--- src/rtl/i2c_pkg.sv ---
// Constants, ASCII codes and state encodings shared by the temperature-sensor
// controller and its binary-to-ASCII converter.
package i2c_pkg;

  localparam logic [6:0] SENSOR_ADDR_DEF = 7'h48;
  localparam logic [7:0] TEMP_REG_DEF    = 8'h00;

  localparam logic [7:0] ASCII_PLUS  = 8'h2B;
  localparam logic [7:0] ASCII_MINUS = 8'h2D;
  localparam logic [7:0] ASCII_DOT   = 8'h2E;
  localparam logic [7:0] ASCII_C     = 8'h43;
  localparam logic [7:0] ASCII_ZERO  = 8'h30;
  localparam logic [7:0] ASCII_FIVE  = 8'h35;

  // "I2C ERR", first character in the most significant byte.
  localparam logic [55:0] ERR_STR = 56'h49_32_43_20_45_52_52;

  typedef enum logic [2:0] {
    ST_IDLE,
    ST_ARM,
    ST_WAIT_B0,
    ST_WAIT_B1,
    ST_CONVERT,
    ST_WRITE,
    ST_DONE,
    ST_POLL
  } ctrl_state_e;

  typedef enum logic [1:0] {
    CV_IDLE,
    CV_HUND,
    CV_TENS
  } conv_phase_e;

  function automatic logic [7:0] err_char(input logic [2:0] k);
    return ERR_STR[8*(6-int'(k)) +: 8];
  endfunction

endpackage

--- src/rtl/temp_bin_to_ascii.sv ---
// Converts a 9-bit two's-complement half-degree reading into ASCII sign,
// three integer digits and a fraction digit by repeated subtraction.
module temp_bin_to_ascii
  import i2c_pkg::*;
(
  input  logic       clk,
  input  logic       reset,
  input  logic       start,
  input  logic [8:0] t_in,
  output logic       busy,
  output logic       done,
  output logic [7:0] sign_ch,
  output logic [7:0] hund_ch,
  output logic [7:0] tens_ch,
  output logic [7:0] units_ch,
  output logic [7:0] frac_ch
);

  conv_phase_e phase_q, phase_d;
  logic       neg_q, neg_d;
  logic       half_q, half_d;
  logic       hund_q, hund_d;
  logic [3:0] tens_q, tens_d;
  logic [7:0] rem_q, rem_d;
  logic [8:0] mag;

  // -256 negates to 9'h100, so the magnitude always fits in 9 bits.
  assign mag = t_in[8] ? (~t_in + 9'd1) : t_in;

  always_comb begin
    phase_d = phase_q;
    neg_d   = neg_q;
    half_d  = half_q;
    hund_d  = hund_q;
    tens_d  = tens_q;
    rem_d   = rem_q;
    done    = 1'b0;
    case (phase_q)
      CV_IDLE: begin
        if (start) begin
          neg_d   = t_in[8];
          half_d  = mag[0];
          rem_d   = mag[8:1];
          hund_d  = 1'b0;
          tens_d  = 4'd0;
          phase_d = CV_HUND;
        end
      end
      CV_HUND: begin
        if (rem_q >= 8'd100) begin
          rem_d  = rem_q - 8'd100;
          hund_d = 1'b1;
        end
        phase_d = CV_TENS;
      end
      CV_TENS: begin
        if (rem_q >= 8'd10) begin
          rem_d  = rem_q - 8'd10;
          tens_d = tens_q + 4'd1;
        end else begin
          done    = 1'b1;
          phase_d = CV_IDLE;
        end
      end
      default: phase_d = CV_IDLE;
    endcase
  end

  always_ff @(posedge clk) begin
    if (reset) begin
      phase_q <= CV_IDLE;
      neg_q   <= 1'b0;
      half_q  <= 1'b0;
      hund_q  <= 1'b0;
      tens_q  <= 4'd0;
      rem_q   <= 8'd0;
    end else begin
      phase_q <= phase_d;
      neg_q   <= neg_d;
      half_q  <= half_d;
      hund_q  <= hund_d;
      tens_q  <= tens_d;
      rem_q   <= rem_d;
    end
  end

  assign busy     = (phase_q != CV_IDLE);
  assign sign_ch  = neg_q ? ASCII_MINUS : ASCII_PLUS;
  assign hund_ch  = ASCII_ZERO + {7'd0, hund_q};
  assign tens_ch  = ASCII_ZERO + {4'd0, tens_q};
  assign units_ch = ASCII_ZERO + {4'd0, rem_q[3:0]};
  assign frac_ch  = half_q ? ASCII_FIVE : ASCII_ZERO;

endmodule

--- src/rtl/i2c_master_tempsensor_controller.sv ---
// Polls an LM75-class sensor through the I2C master and writes the reading
// as a 7-character ASCII string into the LCD RAM write port.
module i2c_master_tempsensor_controller
  import i2c_pkg::*;
#(
  parameter logic [6:0] SENSOR_ADDR = SENSOR_ADDR_DEF,
  parameter logic [7:0] TEMP_REG    = TEMP_REG_DEF,
  parameter logic [7:0] BASE_ADDR   = 8'h10,
  parameter int         POLL_CYCLES = 50_000_000
) (
  input  logic       clk,
  input  logic       reset,
  input  logic       Controller_Enable,
  input  logic       Master_Ready,
  input  logic       Master_Done,
  input  logic       Master_ACK,
  input  logic [7:0] Master_ReadData,
  output logic       Master_Go,
  output logic       Master_RW,
  output logic [5:0] Master_NumOfBytes,
  output logic [6:0] Master_SlaveAddr,
  output logic [7:0] Master_SlaveRegAddr,
  output logic [7:0] Master_DataWriteReg,
  output logic       Master_Stop,
  output logic [7:0] RAM_ADD,
  output logic [7:0] RAM_DIN,
  output logic       RAM_W,
  output logic       Controller_Done,
  output logic [3:0] dbg_state
);

  localparam int PW = (POLL_CYCLES > 1) ? $clog2(POLL_CYCLES) : 1;
  localparam logic [PW-1:0] POLL_LOAD = PW'(POLL_CYCLES - 1);

  ctrl_state_e   state_q, state_d;
  logic          go_q, go_d;
  logic [7:0]    msb_q, msb_d;
  logic          err_q, err_d;
  logic [2:0]    wr_idx_q, wr_idx_d;
  logic [PW-1:0] poll_q, poll_d;

  logic       conv_start, conv_busy, conv_done;
  logic [7:0] sign_ch, hund_ch, tens_ch, units_ch, frac_ch;
  logic [7:0] char_ch;
  logic       active;

  temp_bin_to_ascii u_conv (
    .clk      (clk),
    .reset    (reset),
    .start    (conv_start),
    .t_in     ({msb_q, Master_ReadData[7]}),
    .busy     (conv_busy),
    .done     (conv_done),
    .sign_ch  (sign_ch),
    .hund_ch  (hund_ch),
    .tens_ch  (tens_ch),
    .units_ch (units_ch),
    .frac_ch  (frac_ch)
  );

  always_comb begin
    char_ch = ASCII_C;
    case (wr_idx_q)
      3'd0:    char_ch = sign_ch;
      3'd1:    char_ch = hund_ch;
      3'd2:    char_ch = tens_ch;
      3'd3:    char_ch = units_ch;
      3'd4:    char_ch = ASCII_DOT;
      3'd5:    char_ch = frac_ch;
      default: char_ch = ASCII_C;
    endcase
  end

  always_comb begin
    state_d         = state_q;
    go_d            = 1'b0;
    msb_d           = msb_q;
    err_d           = err_q;
    wr_idx_d        = wr_idx_q;
    poll_d          = poll_q;
    conv_start      = 1'b0;
    RAM_W           = 1'b0;
    RAM_ADD         = 8'd0;
    RAM_DIN         = 8'd0;
    Controller_Done = 1'b0;
    case (state_q)
      ST_IDLE: if (Controller_Enable) state_d = ST_ARM;
      ST_ARM: begin
        if (!Controller_Enable) begin
          state_d = ST_IDLE;
        end else if (Master_Ready) begin
          go_d    = 1'b1;
          state_d = ST_WAIT_B0;
        end
      end
      ST_WAIT_B0: begin
        if (Master_Done) begin
          msb_d   = Master_ReadData;
          err_d   = err_q | Master_ACK;
          state_d = ST_WAIT_B1;
        end
      end
      ST_WAIT_B1: begin
        // The converter samples the LSB straight off the bus in this cycle.
        if (Master_Done) begin
          err_d    = err_q | Master_ACK;
          wr_idx_d = 3'd0;
          if (err_q | Master_ACK) begin
            state_d = ST_WRITE;
          end else begin
            conv_start = 1'b1;
            state_d    = ST_CONVERT;
          end
        end
      end
      ST_CONVERT: if (conv_done) state_d = ST_WRITE;
      ST_WRITE: begin
        RAM_W   = 1'b1;
        RAM_ADD = BASE_ADDR + {5'd0, wr_idx_q};
        RAM_DIN = err_q ? err_char(wr_idx_q) : char_ch;
        if (wr_idx_q == 3'd6) state_d = ST_DONE;
        else wr_idx_d = wr_idx_q + 3'd1;
      end
      ST_DONE: begin
        Controller_Done = 1'b1;
        err_d           = 1'b0;
        if (Controller_Enable) begin
          poll_d  = POLL_LOAD;
          state_d = ST_POLL;
        end else begin
          state_d = ST_IDLE;
        end
      end
      ST_POLL: begin
        if (!Controller_Enable) state_d = ST_IDLE;
        else if (poll_q == '0) state_d = ST_ARM;
        else poll_d = poll_q - 1'b1;
      end
      default: state_d = ST_IDLE;
    endcase
  end

  always_ff @(posedge clk) begin
    if (reset) begin
      state_q  <= ST_IDLE;
      go_q     <= 1'b0;
      msb_q    <= 8'd0;
      err_q    <= 1'b0;
      wr_idx_q <= 3'd0;
      poll_q   <= '0;
    end else begin
      state_q  <= state_d;
      go_q     <= go_d;
      msb_q    <= msb_d;
      err_q    <= err_d;
      wr_idx_q <= wr_idx_d;
      poll_q   <= poll_d;
    end
  end

  // Command fields are constant whenever a poll cycle is in progress.
  assign active              = (state_q != ST_IDLE);
  assign Master_Go           = go_q;
  assign Master_RW           = active;
  assign Master_NumOfBytes   = active ? 6'd2 : 6'd0;
  assign Master_SlaveAddr    = active ? SENSOR_ADDR : 7'd0;
  assign Master_SlaveRegAddr = active ? TEMP_REG : 8'd0;
  assign Master_DataWriteReg = 8'd0;
  assign Master_Stop         = active;
  assign dbg_state           = {conv_busy, state_q};

endmodule

--- config.mk ---
export PLATFORM = sky130hd
export DESIGN_NAME = i2c_master_tempsensor_controller
export DESIGN_NICKNAME = d
export VERILOG_FILES = /design/src/rtl/i2c_pkg.sv /design/src/rtl/temp_bin_to_ascii.sv /design/src/rtl/i2c_master_tempsensor_controller.sv
export SDC_FILE = /design/constraint.sdc
export NUM_CORES = 1
export LEC_CHECK = 0
export CORE_AREA = 2 2 159 99
export DETAILED_ROUTE_END_ITERATION = 6
export DIE_AREA = 0 0 161 101
export PLACE_DENSITY = 0.62
export SLEW_MARGIN = 10
export SYNTH_ARGS = -nofsm -noshare
export SYNTH_HDL_FRONTEND = slang
export SYNTH_HIERARCHICAL = 1
export SYNTH_SLANG_ARGS = --single-unit
--- constraint.sdc ---
create_clock -name clk -period 3.3 [get_ports clk]
set_clock_uncertainty 0.05 [all_clocks]
set_input_delay 0.33 -clock clk [delete_from_list [all_inputs] [get_ports clk]]
set_output_delay 0.33 -clock clk [all_outputs]
set_load 0.005 [all_outputs]
# --- Word-level counts from Yosys, hierarchy flattened ---
# Cells that the tools add are included.
totals:
  register_bits: 59
  input_bits: 14
  out_inout_bits: 54
  wordCells: 136
classes:
  n_addsub: 11
  magnitude_cmp: 2
  eq_ne: 31
  n_shift: 1
  muxes: 51
  n_bitwise: 4
  n_reduce_logical: 24
op_table:
  columns: ["cell", "n"]
  rows:
  - ["two-way mux 26 bit", 3]
  - ["variable part select 56 x 7 -> 8 bit (first input constant)", 1]
  - ["case mux 26 bit (2 select lines)", 1]
  - ["case mux 8 bit (6 select lines)", 1]
  - ["two-way mux 3 bit", 14]
  - ["two-way mux 8 bit", 5]
  - ["zero test 26 bit", 1]
  - ["subtractor 26 x 1 -> 26 bit (second input constant)", 1]
  - ["case mux 3 bit (8 select lines)", 1]
  - ["case mux 8 bit (3 select lines)", 1]
  - ["inequality test 2 bit (second input constant)", 11]
  - ["== test 3 bit (second input constant)", 7]
  - ["adder 6 x 4 -> 7 bit (first input constant)", 2]
  - ["== test 3 x 2 -> 1 bit (second input constant)", 4]
  - ["two-way mux 1 bit", 12]
  - ["nonzero test 2 bit", 6]
  - ["adder 9 x 1 -> 9 bit (second input constant)", 1]
  - ["two-way mux 9 bit", 1]
  - ["inverter 9 bit", 1]
  - ["AND reduction 3 bit", 3]
  - ["greater-or-equal comparator 8 x 4 -> 1 bit (second input constant)", 1]
  - ["greater-or-equal comparator 8 x 7 -> 1 bit (second input constant)", 1]
  - ["two-way mux 4 bit", 2]
  - ["case mux 4 bit (2 select lines)", 1]
  - ["28 further kinds", 42]

# --- Logic depth before layout (Yosys ltp) ---
logic_depth:
  word_depth: 6
  mapped_depth: 11
  mapped_depth_nobuf: 8

# --- By module ---
# The synthesis kept the hierarchy.
modules_own_cells:
  columns: ["mod", "n_inst", "cells_each", "area_per_inst_um2", "seq_area_each_um2"]
  rows:
  - ["i2c_master_tempsensor_controller", 1, 383, 3040.4, 840.8]
  - ["temp_bin_to_ascii", 1, 200, 1619.1, 340.3]

# --- Worst setup path before layout ---
# OpenSTA, ideal clock, no wires.
synth_path:
  path_type: "reg-to-reg"
  from: "reg state_q[0]"
  to: "reg u_conv.rem_q[6]"
  setup_time_ps: 84
  arrival_ps: 2499
  required_ps: 3166
  setup_slack_ps: 666
  path_stages_with_launch: 12
  path_buffers: 4
  synth_period_minus_slack_ps: 2634
  path_cell_list: "dfxtp_1 buf_2 clkbuf_1 nand2_1 nor3_1 nor2b_1 clkbuf_1 a221oi_2 or3b_1 buf_6 or2_4 o31ai_2"
synth_via:
  elab_chain_len: 4
synth_rtl:
  columns: ["element", "line_no", "text"]
  rows:
  - ["start, declared", "i2c_master_tempsensor_controller.sv:35", "ctrl_state_e state_q, state_d;"]
  - ["start signal, assigned", "i2c_master_tempsensor_controller.sv:152", "state_q <= state_d;"]
  - ["== test 3 x 2 -> 1 bit", "i2c_master_tempsensor_controller.sv:86", "case (state_q)"]
  - ["two-way mux 1 bit", "i2c_master_tempsensor_controller.sv:86", null]
  - ["named net conv_start", "i2c_master_tempsensor_controller.sv:42", "logic conv_start, conv_busy, conv_done;"]
  - ["inequality test 2 bit (no source line)", null, null]
  - ["AND reduction 4 bit (no source line)", null, null]
  - ["end signal, assigned", "temp_bin_to_ascii.sv:83", "rem_q <= rem_d;"]
  - ["end, declared", "temp_bin_to_ascii.sv:24", "logic [7:0] rem_q, rem_d;"]
# The timed path passes the listed nets, and every way through them passes these cells.
# A chain may end at the register's enable or synchronous reset.

# --- Worst setup path after layout ---
layout_path:
  from: "reg wr_idx_q[0]"
  to: "out RAM_DIN[2]"
layout_via:
  elab_chain_len: 4
  word_cells_on_any_way: 11
  classes_between: "add/sub: 1; eq/ne: 5; shift: 1; mux: 3; reduce/logical: 1"
layout_rtl:
  columns: ["element", "line_no", "text"]
  rows:
  - ["start, declared", "i2c_master_tempsensor_controller.sv:39", "logic [2:0] wr_idx_q, wr_idx_d;"]
  - ["start signal, assigned", "i2c_master_tempsensor_controller.sv:156", "wr_idx_q <= wr_idx_d;"]
  - ["subtractor 3 x 3 -> 4 bit, or another cell as far along", "i2c_pkg.sv:36", "return ERR_STR[8*(6-int'(k)) +: 8];"]
  - ["variable part select 56 x 7 -> 8 bit or case mux 8 bit (6 select lines) (tied branches)", "i2c_pkg.sv:36, i2c_master_tempsensor_controller.sv:63", null]
  - ["two-way mux 8 bit (*)", "i2c_master_tempsensor_controller.sv:120", "RAM_DIN = err_q ? err_char(wr_idx_q) : char_ch;"]
  - ["two-way mux 8 bit (*)", "i2c_master_tempsensor_controller.sv:86", null]
  - ["end, declared", "i2c_master_tempsensor_controller.sv:26", "output logic [7:0] RAM_DIN,"]
# Every way passes the cells marked *; elsewhere a longest branch is shown, timed or not.

==> metrics.md <==
| Metric | Value |
|---|---|
| Tcrit/Tclk final | `96.2%` |
| Via count | `4,084` |
| R2R cell count | `8` |
| Number of synthesized flops with an enable pin | `0` |
| Hold/Removal Path Class | `primary input to flop` |
| Syn_area_per_cell | `7.99 um2` |
| Ant. Diodes | `0` |
| Worst EP arrival | `2790 ps` |
| Worst IR Drop VDD | `0.000264 V` |
| Worst setup EP type | `output port` |
| Max-cap violations | `0` |
| Seq/Total Area, Yosys | `25.3%` |
| Die H | `101 um` |
| Area of the die | `16,300 um2` |
| Synth unique cells | `71` |
| Pin count of the biggest net entering global routing | `32` |
| Status | `completed` |
| Vias in the first global route | `3,628` |
| Drt first-iter violations | `353` |
| First-pass GRT wire length | `19,100 um` |
| Root Buffer | `clkbuf_16` |
| CTS clock-pin slew for the worst setup and hold paths | `50 ps` |
| H-tree Lvls | `3` |
| CTS tree | `done` |
| Initial antenna violation count | `0` |
| Final hold violations | `0` |
| Placer Congestion | `0.839` |
| Post-route ant nets | `0` |
| Startpoint types | `flop` |
| Hold Path Origin | `reset` |
| HPWL after DPL | `8640 um` |
| Total global-route track usage | `14.8%` |
| Worst rel slew slack | `48.8%` |
| TritonRoute pass-1 iters | `6` |
| Worst r2r src | `u_conv/rem_q[2]$_SDFFE_PP0P_` |
| Critical Path Source | `wr_idx_q[0]$_SDFFE_PP0P_` |
| Final TNS setup | `0 ps` |
| Die Span X | `161 um` |
| Synthesis Warnings | `6` |
| TritonCTS Buffers | `9` |
| Reg-to-reg setup timing slack | `630 ps` |
| Final std cells w/o fill | `799` |
| Vias per cell | `5.11` |
| Worst-Margin Slew | `761 ps` |
| Initial core utilization | `31.3%` |
| Nets | `626` |
| I/O pins | `68` |
| Flops & latches, synth | `59` |
| Total power | `2230 uW` |
| Post-Synthesis Cells | `583` |
| CP required | `2920 ps` |
| RSZ-0062 raised after global routing | `false` |
| Finish-stage setup viols | `0` |
| Final Max Slew Viols | `0` |
| Hold path depth | `2` |
| Async set or reset register ratio after synthesis | `0%` |
| Fmax achieved | `315 MHz` |
| Area Growth Syn to Fin | `10.2%` |
| Routed WL | `11,700 um` |
| Clock buffer depth | `2` |
| Grt ovf | `0` |
| Clock latency at the later pin of the worst-skew pair | `340 ps` |
| Clock sinks | `59` |
| Core area | `14,900 um2` |
| Period minus WS final | `3170 ps` |
| Top_reg_cell synth | `dfxtp_1` |
| Crit path kind | `flop to output port` |
| Final Core Density | `34.5%` |
| Number of port buffers | `36` |
| Pwr/cell area | `434 nW/um2` |
| Site Rows | `35` |
| Layout cells sized above 1 | `8.05%` |
| Post-Place Cells | `784` |
| RR Endpoint | `u_conv/rem_q[2]$_SDFFE_PP0P_` |
| FILL cells | `1,568` |
| Critical path fanouts, max | `10` |
| DRC viols | `0` |
| CTS Hold Bufs | `0` |
| Leakage | `0.00198 uW` |
| Synth Cell Area | `4660 um2` |
| Wire per inst | `14.6 um` |
| WHS Endpoint | `msb_q[3]$_SDFFE_PP0P_` |
through the flow:
stage | setup WS (ps) | hold WS (ps) | area, um2
CTS | 47.2 | 319 | 5130
detailed placement | 266 | 431 | 4870
global route | 2.66 | 344 | 5140
global placement | 385 | 424 | 4870
finish | 126 | 324 | 5140
floorplan | 666 | 349 | 4860
timing repair:
action                     4_1_cts  5_1_grt
setup endpoints to repair        0        2
buffers inserted                 0        0
gates resized for setup          0        3
sequential cells by signal, indices dropped and copies added (netlist names), 2 cells and up:
name            count
u_conv/phase_q      2
wr_idx_q            3
u_conv/rem_q        8
msb_q               8
u_conv/tens_q       4
state_q             3
poll_q             26
Yosys cell counts, types with 13 or more instances:
cell type  count  area, um2
a31oi_1       13       81.3
o31ai_1       17        128
mux2i_1       15        150
ha_1          20        250
nor3_1        17       85.1
o21ai_0       20        100
or4_1         16        120
nor2_1        43        161
nand2_1       38        143
dfxtp_1       59       1180
inv_1         26       97.6
a21oi_1       29        145
clkbuf_1      25       93.8
buf_4         71        533
cells by family (layout without fill, tap and decap cells):
| group | after synthesis | count (layout) | share of synthesized area [%] |
|---|---|---|---|
| fa+ha+maj | 20 | 20 | 5.37 |
| mux | 16 | 16 | 3.46 |
| flops | 59 | 59 | 25.3 |
| buf+inv | 131 | 90 | 17.2 |
| xor+xnor | 18 | 18 | 3.38 |
| compound gates | 140 | 140 | 21.3 |
| simple gates | 196 | 196 | 23.7 |
| other cells | 3 | 57 | 0.242 |
layout by cell type (no fill, tap or decap), drive strengths merged, types with 12 or more instances in the layout:
cell type / count
mux2i: 15
o21ai: 20
or3: 14
or4: 19
clkdlybuf4s50: 35
conb: 57
a21oi: 29
nor2: 43
ha: 20
nand2: 38
clkbuf: 12
o31ai: 19
dfxtp: 59
a31oi: 13
inv: 26
nor3: 17
buf: 14
power breakdown:
part	internal (uW)	total, uW	switching, uW
Clock	519	847	328
Sequential	738	788	50.1
Combinational	270	594	324
worst max path at each step:
stage	end	slack (ps)
floorplan	u_conv/rem_q[6]$_SDFFE_PP0P_	670
global placement	u_conv/rem_q[6]$_SDFFE_PP0P_	390
detailed placement	u_conv/rem_q[4]$_SDFFE_PP0P_	270
CTS	RAM_DIN[2]	50
global route	RAM_DIN[3]	3
finish	RAM_DIN[2]	130
layout make-up:
class	instances	area, um2	share of cell area [%]
Multi-Input combinational cell	447	2890	56.2
Sequential cell	59	1180	23.0
Timing Repair Buffer	49	453	8.82
Tap cell	203	254	4.95
Clock buffer	12	246	4.80
Inverter	26	97.6	1.90
Clock inverter	3	15.0	0.292
worst max-delay path, cell delays in order, from the launching register on:
cell	delay, ps
dfxtp_1	410
inv_1	150
ha_1	350
a222oi_1	330
nor2_1	90
a2111oi_1	550
a211oi_1	90
clkdlybuf4s50_1	480
routing by layer:
metal	track usage (%)	share of wire, %	up-vias
li1	-	-	2024
met1	23.7	55	1907
met2	18.9	37	144
met3	3.91	6.6	9
met4	3.23	0.86	0
met5	0	0	-
(Power assumes the default switching activity.)
